===== src/rtl/mem_wb_stage_hs.sv =====
`default_nettype none
// +----------------------------------------------------------------------+
// | mem_wb_stage_hs                                                      |
// | MEM/WB pipeline stage: data-memory handshake with per-access         |
// | timeout, load alignment/extension and registered writeback.          |
// | Rev 1.0 - initial release                                            |
// +----------------------------------------------------------------------+
module mem_wb_stage_hs #(
  parameter int XLEN    = 32,
  parameter int TIMEOUT = 16
) (
  input  logic              clk2,
  input  logic              rst,
  input  logic              ex_valid,
  input  logic [2:0]        ex_type,
  input  logic [31:0]       ex_ir,
  input  logic [XLEN-1:0]   ex_aluout,
  input  logic [XLEN-1:0]   ex_rs2,
  output logic              stall,
  output logic              dmem_req,
  output logic              dmem_we,
  output logic [XLEN-1:0]   dmem_addr,
  output logic [XLEN/8-1:0] dmem_be,
  output logic [XLEN-1:0]   dmem_wdata,
  input  logic              dmem_ack,
  input  logic [XLEN-1:0]   dmem_rdata,
  output logic              wb_valid,
  output logic [2:0]        wb_type,
  output logic [31:0]       wb_ir,
  output logic [XLEN-1:0]   wb_result,
  output logic              wb_we,
  output logic [1:0]        wb_exc
);

  localparam int NB   = XLEN / 8;
  localparam int OFFW = $clog2(NB);

  localparam logic [2:0] c_TY_LOAD = 3'b000;
  localparam logic [2:0] c_TY_ILOG = 3'b001;
  localparam logic [2:0] c_TY_S    = 3'b010;
  localparam logic [2:0] c_TY_R    = 3'b011;
  localparam logic [2:0] c_TY_U    = 3'b101;
  localparam logic [2:0] c_TY_J    = 3'b110;

  localparam logic [1:0] c_EXC_NONE  = 2'b00;
  localparam logic [1:0] c_EXC_MISAL = 2'b01;
  localparam logic [1:0] c_EXC_ILL   = 2'b10;
  localparam logic [1:0] c_EXC_TMO   = 2'b11;

  localparam logic [7:0] c_TMO_LAST = 8'(TIMEOUT - 1);

  typedef enum logic [0:0] {
    S_IDLE = 1'b0,
    S_WAIT = 1'b1
  } state_t;

  state_t          r_state;
  state_t          w_state_nxt;
  logic [7:0]      r_cnt;

  logic            w_is_load;
  logic            w_is_store;
  logic            w_memop;
  logic [2:0]      w_f3;
  logic [1:0]      w_size;
  logic            w_legal;
  logic            w_misal;
  logic            w_go;
  logic [OFFW-1:0] w_off;
  logic [NB-1:0]   w_mask;
  logic [XLEN-1:0] w_shift;
  logic [XLEN-1:0] w_ldata;
  logic            w_req;
  logic            w_tmo;
  logic            w_stall;
  logic [1:0]      w_exc;
  logic [XLEN-1:0] w_res;
  logic            w_we;

  // Decode the slot: memop class, funct3 legality and natural alignment.
  always_comb begin
    w_is_load  = (ex_type == c_TY_LOAD);
    w_is_store = (ex_type == c_TY_S);
    w_memop    = ex_valid && (w_is_load || w_is_store);
    w_f3       = ex_ir[14:12];
    w_size     = w_f3[1:0];
    w_off      = ex_aluout[OFFW-1:0];
    w_legal    = 1'b0;
    if (w_is_load) begin
      case (w_f3)
        3'b000, 3'b001, 3'b010, 3'b100, 3'b101: w_legal = 1'b1;
        3'b011, 3'b110:                         w_legal = (XLEN == 64);
        default:                                w_legal = 1'b0;
      endcase
    end else if (w_is_store) begin
      case (w_f3)
        3'b000, 3'b001, 3'b010: w_legal = 1'b1;
        3'b011:                 w_legal = (XLEN == 64);
        default:                w_legal = 1'b0;
      endcase
    end
    // Bit 2 always exists since XLEN >= 32; doubleword only reachable at 64.
    case (w_size)
      2'd0:    w_misal = 1'b0;
      2'd1:    w_misal = ex_aluout[0];
      2'd2:    w_misal = |ex_aluout[1:0];
      default: w_misal = |ex_aluout[2:0];
    endcase
    w_go = w_memop && w_legal && !w_misal;
  end

  // Memory-side request fields: aligned address, lane enables, replicated data.
  always_comb begin
    case (w_size)
      2'd0:    w_mask = NB'(1);
      2'd1:    w_mask = NB'(3);
      2'd2:    w_mask = NB'(15);
      default: w_mask = '1;
    endcase
    case (w_size)
      2'd0:    dmem_wdata = {NB{ex_rs2[7:0]}};
      2'd1:    dmem_wdata = {(NB/2){ex_rs2[15:0]}};
      2'd2:    dmem_wdata = {(NB/4){ex_rs2[31:0]}};
      default: dmem_wdata = ex_rs2;
    endcase
    dmem_addr = {ex_aluout[XLEN-1:OFFW], {OFFW{1'b0}}};
    dmem_be   = w_mask << w_off;
    dmem_we   = ex_valid && w_is_store;
  end

  // Extract the addressed bytes from the read word and extend to XLEN.
  always_comb begin
    w_shift = dmem_rdata >> {w_off, 3'b000};
    case (w_f3)
      3'b000:  w_ldata = XLEN'($signed(w_shift[7:0]));
      3'b001:  w_ldata = XLEN'($signed(w_shift[15:0]));
      3'b010:  w_ldata = XLEN'($signed(w_shift[31:0]));
      3'b100:  w_ldata = XLEN'(w_shift[7:0]);
      3'b101:  w_ldata = XLEN'(w_shift[15:0]);
      3'b110:  w_ldata = XLEN'(w_shift[31:0]);
      default: w_ldata = w_shift;
    endcase
  end

  // Handshake FSM next state and request/stall generation. The timeout cycle
  // itself is a completion (stall low) so the aborted slot retires with 11
  // instead of being re-issued from IDLE.
  always_comb begin
    w_state_nxt = r_state;
    w_req       = 1'b0;
    w_tmo       = 1'b0;
    case (r_state)
      S_IDLE: begin
        w_req = w_go;
        if (w_go && !dmem_ack) w_state_nxt = S_WAIT;
      end
      S_WAIT: begin
        w_req = 1'b1;
        w_tmo = (r_cnt == c_TMO_LAST) && !dmem_ack;
        if (dmem_ack || w_tmo) w_state_nxt = S_IDLE;
      end
      default: w_state_nxt = S_IDLE;
    endcase
    dmem_req = w_req && !rst;
    w_stall  = w_req && !dmem_ack && !w_tmo && !rst;
    stall    = w_stall;
  end

  // FSM state and WAIT-cycle counter; counter restarts on every WAIT entry.
  always_ff @(posedge clk2 or posedge rst) begin
    if (rst) begin
      r_state <= S_IDLE;
      r_cnt   <= 8'd0;
    end else begin
      r_state <= w_state_nxt;
      r_cnt   <= (r_state == S_WAIT && w_state_nxt == S_WAIT) ? r_cnt + 8'd1 : 8'd0;
    end
  end

  // Writeback value, write enable and exception code for the current slot.
  always_comb begin
    w_exc = c_EXC_NONE;
    if (w_memop) begin
      if (!w_legal)      w_exc = c_EXC_ILL;
      else if (w_misal)  w_exc = c_EXC_MISAL;
      else if (w_tmo)    w_exc = c_EXC_TMO;
    end
    w_res = ex_aluout;
    w_we  = 1'b0;
    case (ex_type)
      c_TY_R, c_TY_ILOG, c_TY_U, c_TY_J: w_we = ex_valid && (|ex_ir[11:7]);
      c_TY_LOAD: begin
        if (w_memop && w_exc == c_EXC_NONE) begin
          w_res = w_ldata;
          w_we  = |ex_ir[11:7];
        end
      end
      default: w_we = 1'b0;
    endcase
  end

  // WB pipeline register; a stalled edge retires a bubble.
  always_ff @(posedge clk2 or posedge rst) begin
    if (rst) begin
      wb_valid  <= 1'b0;
      wb_type   <= 3'b000;
      wb_ir     <= 32'd0;
      wb_result <= '0;
      wb_we     <= 1'b0;
      wb_exc    <= c_EXC_NONE;
    end else if (w_stall) begin
      wb_valid  <= 1'b0;
      wb_we     <= 1'b0;
    end else begin
      wb_valid  <= ex_valid;
      wb_type   <= ex_type;
      wb_ir     <= ex_ir;
      wb_result <= w_res;
      wb_we     <= w_we;
      wb_exc    <= w_exc;
    end
  end

endmodule
`default_nettype wire


===== config.mk =====
export PLATFORM = sky130hd
export DESIGN_NAME = mem_wb_stage_hs
export DESIGN_NICKNAME = d
export VERILOG_FILES = /design/src/rtl/mem_wb_stage_hs.sv
export SDC_FILE = /design/constraint.sdc
export NUM_CORES = 1
export LEC_CHECK = 0
export ABC_AREA = 1
export BUFFER_PORTS_ARGS = -buffer_cell sky130_fd_sc_hd__buf_2
export CORE_AREA = 2 2 108 110
export CTS_BUF_LIST = sky130_fd_sc_hd__clkbuf_2
export DETAILED_ROUTE_END_ITERATION = 10
export DIE_AREA = 0 0 110 112
export HOLD_SLACK_MARGIN = 0.08
export PLACE_DENSITY = 0.82
export SLEW_MARGIN = 10
export SYNTH_ARGS = -nofsm -noshare
export SYNTH_HDL_FRONTEND = slang
export SYNTH_SLANG_ARGS = --single-unit

===== constraint.sdc =====
create_clock -name clk2 -period 6.1 [get_ports clk2]
set_clock_uncertainty 0.05 [all_clocks]
set_input_delay 0.61 -clock clk2 [delete_from_list [all_inputs] [get_ports clk2]]
set_output_delay 0.61 -clock clk2 [all_outputs]
set_load 0.02 [all_outputs]

==> flow_summary.yaml, run 1 <==
floorplanning:
  start_util_pct: 45.6
  die_w_um: 110
  coreArea_sq_um: 11200
  rows: 39
  die_h_um: 112
  ioPinCount: 277
  dieArea_sq_um: 12300
layout:
  syn2layout_area_growth_pct: 22.8
  nets: 1113
  drive_above_1_share_pct: 31.2
  design_area_sq_um: 6260
place:
  dp_hpwl_um: 12200
  place_congestion: 0.948
  place_area_sq_um: 6120
  portBuffers: 274
logic_synthesis:
  ys_seq_area_share_pct: 39.3
  synthArstFlopShare_pct: 100
  synth_cell_types: 33
  ys_warn_count: 0
  netlist_top_cells_area: "dfrtp_1 39%, nand2_1 29%, nand3_1 6.4%, buf_4 6.2%, o21ai_0 3.8%"
  netlist_area_sq_um: 5100
  yosys-top-cells-count: "399 x nand2_1, 80 x dfrtp_1, 65 x nand3_1"
  synth_edf_count: 0
  synth_area_per_cell_sq_um: 6.61
  ys.flop_type: "dfrtp_1"
  yosysMostFrequentCell: "nand2_1"
  synth_seq_cells: 80
  yosys.area.top_type: "dfrtp_1"
  netlist.area_leader.share_pct: 39.3
  syn-instance-count: 771
detailed_routing:
  via_per_inst: 5.01
  vias: 5643
  ant_nets: 0
  drc: 0
  route.detailed.wl_per_inst_um: 14.6
  dr.pass1.iters: 5
  drtIter0Drc: 493
  postRouteWirelength_um: 16500
power:
  peakVddDrop_mv: 0.0982
  seq_power_share_pct: 46.1
  internal_power_mw: 0.814
  p_comb_share_pct: 27.0
  p_clk_share_pct: 26.9
  power_density_nw_per_um2: 200
  p_total_mw: 1.25
  leakage_nw: 3.80
  switchingPower_mw: 0.436
  sw_frac_of_total_pct: 34.9
setup_path:
  cp-endpoint: "stall"
  path_cells: "buf_2, inv_2, nand2_2, inv_2, nand2_1, nand2_2, inv_1, nand2_1, nand2_1, nand3_2, inv_4, buf_2"
  cp_data_arrival_time_ns: 2.79
  crit_top_cell: "nand2_1"
  endpoint_kind: "output pin"
  rrSetupSlack_ns: 3.42
  r2r-start: "r_cnt[0]"
  reg2reg_to: "wb_result[3]"
  cp_data_required_time_ns: 5.44
  critPathKind: "in2out"
  reg2reg_depth: 10
  max_stage_delay_ns: 0.52
  critPathMaxFanout: 71
  setup.worst_path.start_class: "input pin"
  critPathLaunch: "ex_ir[13]"
  slowest_stage: "inv_4"
clock_tree:
  htreeDepth: 3
  hold_buffers: 0
  clk_pin_slew_ns: 0.24
  cts-resized-gates: 0
  cts.sinks: 80
  clock-root-buffer: "clkbuf_2"
  cts_max_path_buffers: 2
  cts_tree: "yes"
  post_cts.repair.setup_buffers: 0
  clk_latency_ns: 0.52
  numCtsBuffers: 9
sta:
  period_share_pct: 56.5
  rsz0062_at_grt: "no"
  setup_viol: 0
  period_needed_ns: 3.45
  worst_slew_pin_slew_ns: 1.28
  report.final.slew_viol_count: 0
  fin_tns_setup_ns: 0
  finalHoldViolCount: 0
  relSlewSlack_pct: 14.3
  fmax_mhz: 290
global_route:
  grt_max_degree: 81
  grt_first_pass_wirelength_um: 24900
  grt_overflow: 0
  grt_pass1_vias: 4940
  antenna_found_initial: 1
  track_usage_pct: 26.1
job:
  drv_cap: 0
min_path:
  hold_path_class: "in2reg"
status:
  status: "completed"
[final cells by class]
| cell class | instances | area, sq um |
|---|---|---|
| timing repair buffer | 276 | 1390 |
| clock buffer | 10 | 50.0 |
| fill | 1157 | 4910 |
| sequential | 80 | 2000 |
| multi-input combinational | 574 | 2410 |
| inverter | 36 | 139 |
| tap | 143 | 179 |
| clock inverter | 6 | 91.3 |
| antenna | 1 | 2.50 |
[flip-flops by register name (all words and copies together) (netlist names)]
signal,flops
r_cnt,8
wb_we,1
wb_valid,1
wb_result,32
wb_ir,32
wb_exc,2
wb_type,3
r_state,1
[power groups by stage]
stage               Sequential (mW)  Combinational (mW)  Clock, mW
floorplan                     0.625               0.176          0
global placement              0.585               0.335          0
detailed placement            0.586               0.337          0
CTS                           0.576               0.339      0.346
global route                  0.580               0.371      0.364
finish                        0.576               0.337      0.336
[routing by layer]
metal | global-route usage, % | vias to the layer above | wire, um
met5 | 0 | - | 0
met4 | 8.52 | 0 | 389
met2 | 42.4 | 275 | 7800
met3 | 4.98 | 29 | 1380
li1 | - | 2777 | -
met1 | 34.7 | 2562 | 6910
[layout by cell type, fill, tap and decap left out, types with 5 or more instances in the layout]
cell,count
o211ai_1,5
a21oi_1,16
buf_2,274
o21ai_0,39
clkbuf_2,10
nor2_1,22
inv_1,30
nand2_1,399
nand3_1,65
dfrtp_1,80
[logic make-up (layout without fill, tap and decap cells)]
group | after synthesis | count (layout) | synth area share [%]
other | 1 | 3 | 0.0735
AO/OA/AOI/OAI | 66 | 66 | 6.97
buffers and inverters | 118 | 328 | 13.5
flip-flops | 80 | 80 | 39.3
AND/OR/NAND/NOR | 503 | 503 | 39.6
adder cells (fa/ha/maj) | 1 | 1 | 0.245
XOR/XNOR | 2 | 2 | 0.344
[stage by stage]
stage | hold slack (ns) | setup slack (ns) | util, % | cells
finish | 0.193 | 2.65 | 56.0 | 1126
global route | 0.162 | 2.41 | 56.0 | 1126
floorplan | 0.375 | 2.33 | - | 772
global placement | 0.396 | 2.65 | 54.8 | 1109
CTS | 0.150 | 2.61 | 56.0 | 1125
detailed placement | 0.403 | 2.55 | 54.8 | 1109
[worst min path at each step]
stage	startpoint	endpoint	cells past startpoint
floorplan	r_cnt[0]	r_cnt[0]	1
global placement	r_cnt[0]	r_cnt[0]	1
detailed placement	wb_ir[31]	wb_ir[31]	2
CTS	ex_ir[31]	wb_ir[31]	3
global route	ex_ir[19]	wb_ir[19]	3
finish	ex_ir[20]	wb_ir[20]	3
[worst max-delay path: cells and delay by family]
kind	cells	cell delay, ns
buf+inv	6	1.48
simple gates	6	0.67
Power figures use the tool's default switching activity.
==> inputs of run 2 (changes only) <==
==> constraint.sdc (replaced) <==
create_clock -name clk2 -period 3.4 [get_ports clk2]
set_clock_uncertainty 0.05 [all_clocks]
set_input_delay 0.34 -clock clk2 [delete_from_list [all_inputs] [get_ports clk2]]
set_output_delay 0.34 -clock clk2 [all_outputs]
set_load 0.02 [all_outputs]
==> run 2 against run 1 <==
Combinational power grew 99%. Worst hold slack lost 0.083 ns. Flip-flop and latch count is the same. Non-clock buffer count grew 72. First-iteration DRC count grew 21%. Via count grew 4.5%. Critical endpoint unchanged.
==> flow_summary.yaml, run 2 (synthesized netlist as in run 1, its figures left out) <==
status:
  status: "completed"
floorplanning:
  dieArea_sq_um: 12300
  start_util_pct: 45.6
  die_w_um: 110
  die_h_um: 112
  rows: 39
  ioPinCount: 277
  coreArea_sq_um: 11200
clock_tree:
  cts.sinks: 80
  hold_buffers: 66
  htreeDepth: 3
  post_cts.repair.setup_buffers: 0
  cts_max_path_buffers: 2
  cts_tree: "yes"
  numCtsBuffers: 9
  cts-resized-gates: 0
  clock-root-buffer: "clkbuf_2"
  clk_latency_ns: 0.56
  clk_pin_slew_ns: 0.26
place:
  place_ws_ns: 0.874
  dp.cells: 1115
  portBuffers: 274
  place_area_sq_um: 6160
  place_congestion: 0.947
  dp_hpwl_um: 12400
setup_path:
  path_buf_inv: 2
  crit_family: "buffers and inverters"
  critPathKind: "reg2out"
  cp_data_arrival_time_ns: 2.51
  setup.worst_path.start_class: "flop"
  path_cells: "ha_1, nand3_1, nor2_1, a21oi_1, nand3_2, inv_4, buf_2"
  endpoint_kind: "output pin"
  cp.depth: 7
  reg2reg_depth: 10
  max_stage_delay_ns: 0.46
  critPathMaxFanout: 44
  rrSetupSlack_ns: 0.78
  r2r-start: "r_cnt[0]"
  critPathLaunch: "r_cnt[0]"
  slowest_stage: "dfrtp_1"
  reg2reg_to: "wb_result[4]"
  cp-endpoint: "stall"
  cp_data_required_time_ns: 3.01
sta:
  period_needed_ns: 2.90
  setup_viol: 0
  fin_tns_setup_ns: 0
  hold_slack_ns: 0.110
  fin_ws_ns: 0.502
  rsz0062_at_grt: "no"
  relSlewSlack_pct: 22.3
  fmax_mhz: 345
  report.final.slew_viol_count: 0
  finalHoldViolCount: 0
  period_share_pct: 85.2
  worst_slew_pin_slew_ns: 1.16
detailed_routing:
  dr.pass1.iters: 6
  drc: 0
  postRouteWirelength_um: 17600
  vias: 5898
  via_per_inst: 4.92
  ant_nets: 0
  route.detailed.wl_per_inst_um: 14.7
  drtIter0Drc: 597
power:
  peakVddDrop_mv: 0.202
  p_clk_share_pct: 24.2
  switchingPower_mw: 0.807
  seq_power_share_pct: 46.0
  power_density_nw_per_um2: 323
  sw_frac_of_total_pct: 35.9
  internal_power_mw: 1.44
  leakage_nw: 4.10
  p_comb_share_pct: 29.8
global_route:
  grt_overflow: 0
  grtUsageMet2_pct: 47.8
  grt_pass1_vias: 5667
  grt_max_degree: 81
  grt.busiest_layer: "met2"
  grtUsageMet1_pct: 34.5
  grt_first_pass_wirelength_um: 27100
  antenna_found_initial: 2
  met3_usage_pct: 6.44
  track_usage_pct: 28.3
layout:
  final_common_cell: "nand2_1"
  final_cells: 1200
  syn2layout_area_growth_pct: 36.4
  reg_top3: "wb_ir: 32 flops, wb_result: 32 flops, r_cnt: 8 flops"
  drive_above_1_share_pct: 29.6
  design_area_sq_um: 6950
  nets: 1185
  layout_common_cells: "399 x nand2_1, 274 x buf_2, 80 x dfrtp_1, 66 x dlygate4sd3_1, 65 x nand3_1"
min_path:
  hold_path_class: "in2reg"
job:
  drv_cap: 0
==> run 2: changes by cell type in the layout (fill, tap and decap cells not counted), sizes merged <==
cell,previous run,this run
diode,1,3
buf,276,282
dlygate4sd3,0,66
inv,36,38
clkbuf,10,9
bufinv,2,1
==> run 2: stage by stage <==
step | util, % | total power, mW
after floorplan | - | 1.44
after global placement | 55.2 | 1.65
after detailed placement | 55.2 | 1.66
after CTS | 62.2 | 2.26
after global routing | 62.2 | 2.38
final | 62.2 | 2.25
==> run 2: routing by layer <==
layer  share of wire (%)  routed length, um  vias to the layer above
met5                   0                  0                        -
met4                 2.9                503                        0
met3                 7.7               1360                       46
met2                  49               8640                      288
met1                  40               7090                     2641
li1                    -                  -                     2923
==> run 2: final cells by class <==
cell class / count / area [sq um]
Sequential cell: 80 / 2000
Tap cell: 143 / 179
Fill cell: 1030 / 4220
Clock inverter: 7 / 77.6
Clock buffer: 9 / 45.0
Antenna cell: 3 / 7.51
Inverter: 36 / 139
Timing Repair Buffer: 348 / 2090
Multi-Input combinational cell: 574 / 2410
==> run 2: how the worst min path moves through the flow <==
stage,startpoint,endpoint,cells past startpoint
final,ex_aluout[2],wb_result[2],5
after global routing,ex_ir[13],wb_ir[13],4
after CTS,ex_aluout[2],wb_result[2],5
after detailed placement,wb_ir[0],wb_ir[0],2
after global placement,r_cnt[0],r_cnt[0],1
after floorplan,r_cnt[0],r_cnt[0],1
==> run 2: power by group through the flow <==
stage / registers (mW) / logic (mW) / clock network, mW
finish: 1.04 / 0.670 / 0.544
global route: 1.04 / 0.734 / 0.602
CTS: 1.03 / 0.666 / 0.562
detailed placement: 1.05 / 0.606 / 0
global placement: 1.05 / 0.601 / 0
floorplan: 1.12 / 0.315 / 0
==> run 2: worst register-to-register path, cell delays in order, from the launching register on <==
cell      delay (ns)
dfrtp_1         0.46
ha_1            0.23
nand3_1         0.15
nor2_1          0.08
nand3b_1        0.17
nand2_1         0.09
inv_2           0.33
nand2_2         0.50
o21ai_0         0.31
nand2_1         0.08
nand2_1         0.08
==> inputs of run 3 (changes only) <==
--- a/config.mk
+++ b/config.mk
@@ -7,11 +7,8 @@
 export LEC_CHECK = 0
 export ABC_AREA = 1
 export BUFFER_PORTS_ARGS = -buffer_cell sky130_fd_sc_hd__buf_2
-export CORE_AREA = 2 2 108 110
-export CTS_BUF_LIST = sky130_fd_sc_hd__clkbuf_2
+export CORE_UTILIZATION = 46
 export DETAILED_ROUTE_END_ITERATION = 10
-export DIE_AREA = 0 0 110 112
-export HOLD_SLACK_MARGIN = 0.08
 export PLACE_DENSITY = 0.82
 export SLEW_MARGIN = 10
 export SYNTH_ARGS = -nofsm -noshare
==> run 3 against run 2 <==
Sequential power about the same. Clock power grew 33%. Wire length is 8.9% lower. Cell count is 6.1% lower. Worst setup slack better by 0.18 ns. Non-clock buffer count decreased by 67. Combinational power decreased by 9.9%. Global-route usage down 0.40 points. Utilization down 3.6 points. Via count is 4.3% lower. Critical path type is now in2out. Critical endpoint unchanged. Largest cell class unchanged. Highest routed layer unchanged.
==> flow_summary.yaml, run 3 (synthesized netlist as in run 1, its figures left out) <==
clock_tree:
  cts_max_path_buffers: 2
  cts-resized-gates: 0
  post_cts.repair.setup_buffers: 0
  clk_pin_slew_ns: 0.09
  cts.sinks: 80
  clock-root-buffer: "clkbuf_8"
  htreeDepth: 3
  clk_latency_ns: 0.35
  cts_tree: "yes"
  numCtsBuffers: 9
  hold_buffers: 0
global_route:
  grt_first_pass_wirelength_um: 24900
  grt_max_degree: 81
  grt_pass1_vias: 5011
  grt_overflow: 0
  track_usage_pct: 27.9
  antenna_found_initial: 0
setup_path:
  path_cells: "buf_2, inv_2, nand2_2, inv_2, nand2_1, nand2_2, inv_1, nand2_1, nand2_1, nand3_2, inv_4, buf_2"
  cp_data_arrival_time_ns: 2.33
  endpoint_kind: "output pin"
  cp_data_required_time_ns: 3.01
  setup.worst_path.start_class: "input pin"
  critPathKind: "in2out"
  critPathMaxFanout: 48
  reg2reg_depth: 10
  reg2reg_to: "wb_result[6]"
  slowest_stage: "inv_4"
  r2r-start: "r_cnt[0]"
  rrSetupSlack_ns: 0.82
  crit_top_cell: "nand2_1"
  max_stage_delay_ns: 0.38
sta:
  period_share_pct: 80.0
  worst_slew_pin_slew_ns: 1.18
  report.final.slew_viol_count: 0
  rsz0062_at_grt: "no"
  finalHoldViolCount: 0
  fmax_mhz: 368
  period_needed_ns: 2.72
  setup_viol: 0
  fin_tns_setup_ns: 0
  relSlewSlack_pct: 20.9
layout:
  syn2layout_area_growth_pct: 24.7
  nets: 1118
  design_area_sq_um: 6360
  drive_above_1_share_pct: 31.5
  n_antenna_cell: 0
  reg_top3: "wb_ir: 32 flops, wb_result: 32 flops, r_cnt: 8 flops"
  final_cells: 1127
  fill_cells: 1096
  final_common_cell: "nand2_1"
  layout_common_cells: "399 x nand2_1, 274 x buf_2, 80 x dfrtp_1, 65 x nand3_1, 39 x o21ai_0"
floorplanning:
  die_h_um: 107
  dieArea_sq_um: 11500
  ioPinCount: 277
  die_w_um: 107
  rows: 38
  coreArea_sq_um: 10800
  start_util_pct: 47.0
place:
  place_congestion: 0.898
  dp_hpwl_um: 12200
  dp.cells: 1111
  portBuffers: 274
  place_area_sq_um: 6150
detailed_routing:
  ant_nets: 0
  vias: 5646
  drc: 0
  dr.pass1.iters: 5
  route.detailed.wl_per_inst_um: 14.2
  postRouteWirelength_um: 16000
  via_per_inst: 5.01
  drtIter0Drc: 481
power:
  power_density_nw_per_um2: 371
  p_total_mw: 2.36
  peakVddDrop_mv: 0.216
  leakage_nw: 3.84
min_path:
  hold_start: "ex_ir[19]"
  hold_path_end: "wb_ir[19]"
  hold_path_class: "in2reg"
  whs_path_depth: 3
status:
  status: "completed"
job:
  drv_cap: 0
run 3: cell type report:
class	count	area, sq um	share of cell area (%)
clock buffers	9	124	1.95
clock inverters	7	80.1	1.26
inverters	36	139	2.19
multi-input cells	574	2410	38.0
flip-flops and latches	80	2000	31.5
well taps	140	175	2.76
repair buffers	281	1420	22.4
run 3: how the worst max path moves through the flow:
stage              start            to  slack, ns  cells past startpoint
6_report       ex_ir[13]         stall       0.68                     12
5_1_grt        ex_ir[13]         stall       0.45                     12
4_1_cts        ex_ir[13]         stall       0.68                     12
3_5_place_dp   ex_ir[13]  wb_result[6]       0.61                     12
3_3_place_gp   ex_ir[13]  wb_result[2]       0.74                     12
2_1_floorplan        rst         stall       0.17                      4
run 3: routing by layer:
| metal | vias up | routed length [um] | GRT usage [%] |
|---|---|---|---|
| li1 | 2790 | - | - |
| met5 | - | 0 | 0 |
| met4 | 0 | 301 | 7.53 |
| met1 | 2554 | 6630 | 35.6 |
| met3 | 29 | 1340 | 6.36 |
| met2 | 273 | 7750 | 47.4 |
run 3: per-stage QoR:
step | worst slack, ns | hold WS, ns | utilization (%)
after floorplan | 0.166 | 0.375 | -
after global placement | 0.739 | 0.391 | 56.8
after detailed placement | 0.612 | 0.398 | 56.8
after CTS | 0.675 | 0.116 | 58.6
after global routing | 0.452 | 0.122 | 58.6
final | 0.682 | 0.130 | 58.6
run 3: report_power, final:
group | internal (mW) | leakage (nW) | switching (mW)
combinational | 0.205 | 2.78 | 0.399
sequential | 1.01 | 0.961 | 0.0274
clock | 0.348 | 0.102 | 0.376
total | 1.56 | 3.84 | 0.802
run 3: worst max-delay path, delay by kind of cell:
family                 cells  cell delay (ns)
and+or+nand+nor            6             0.64
buffers and inverters      6             1.35
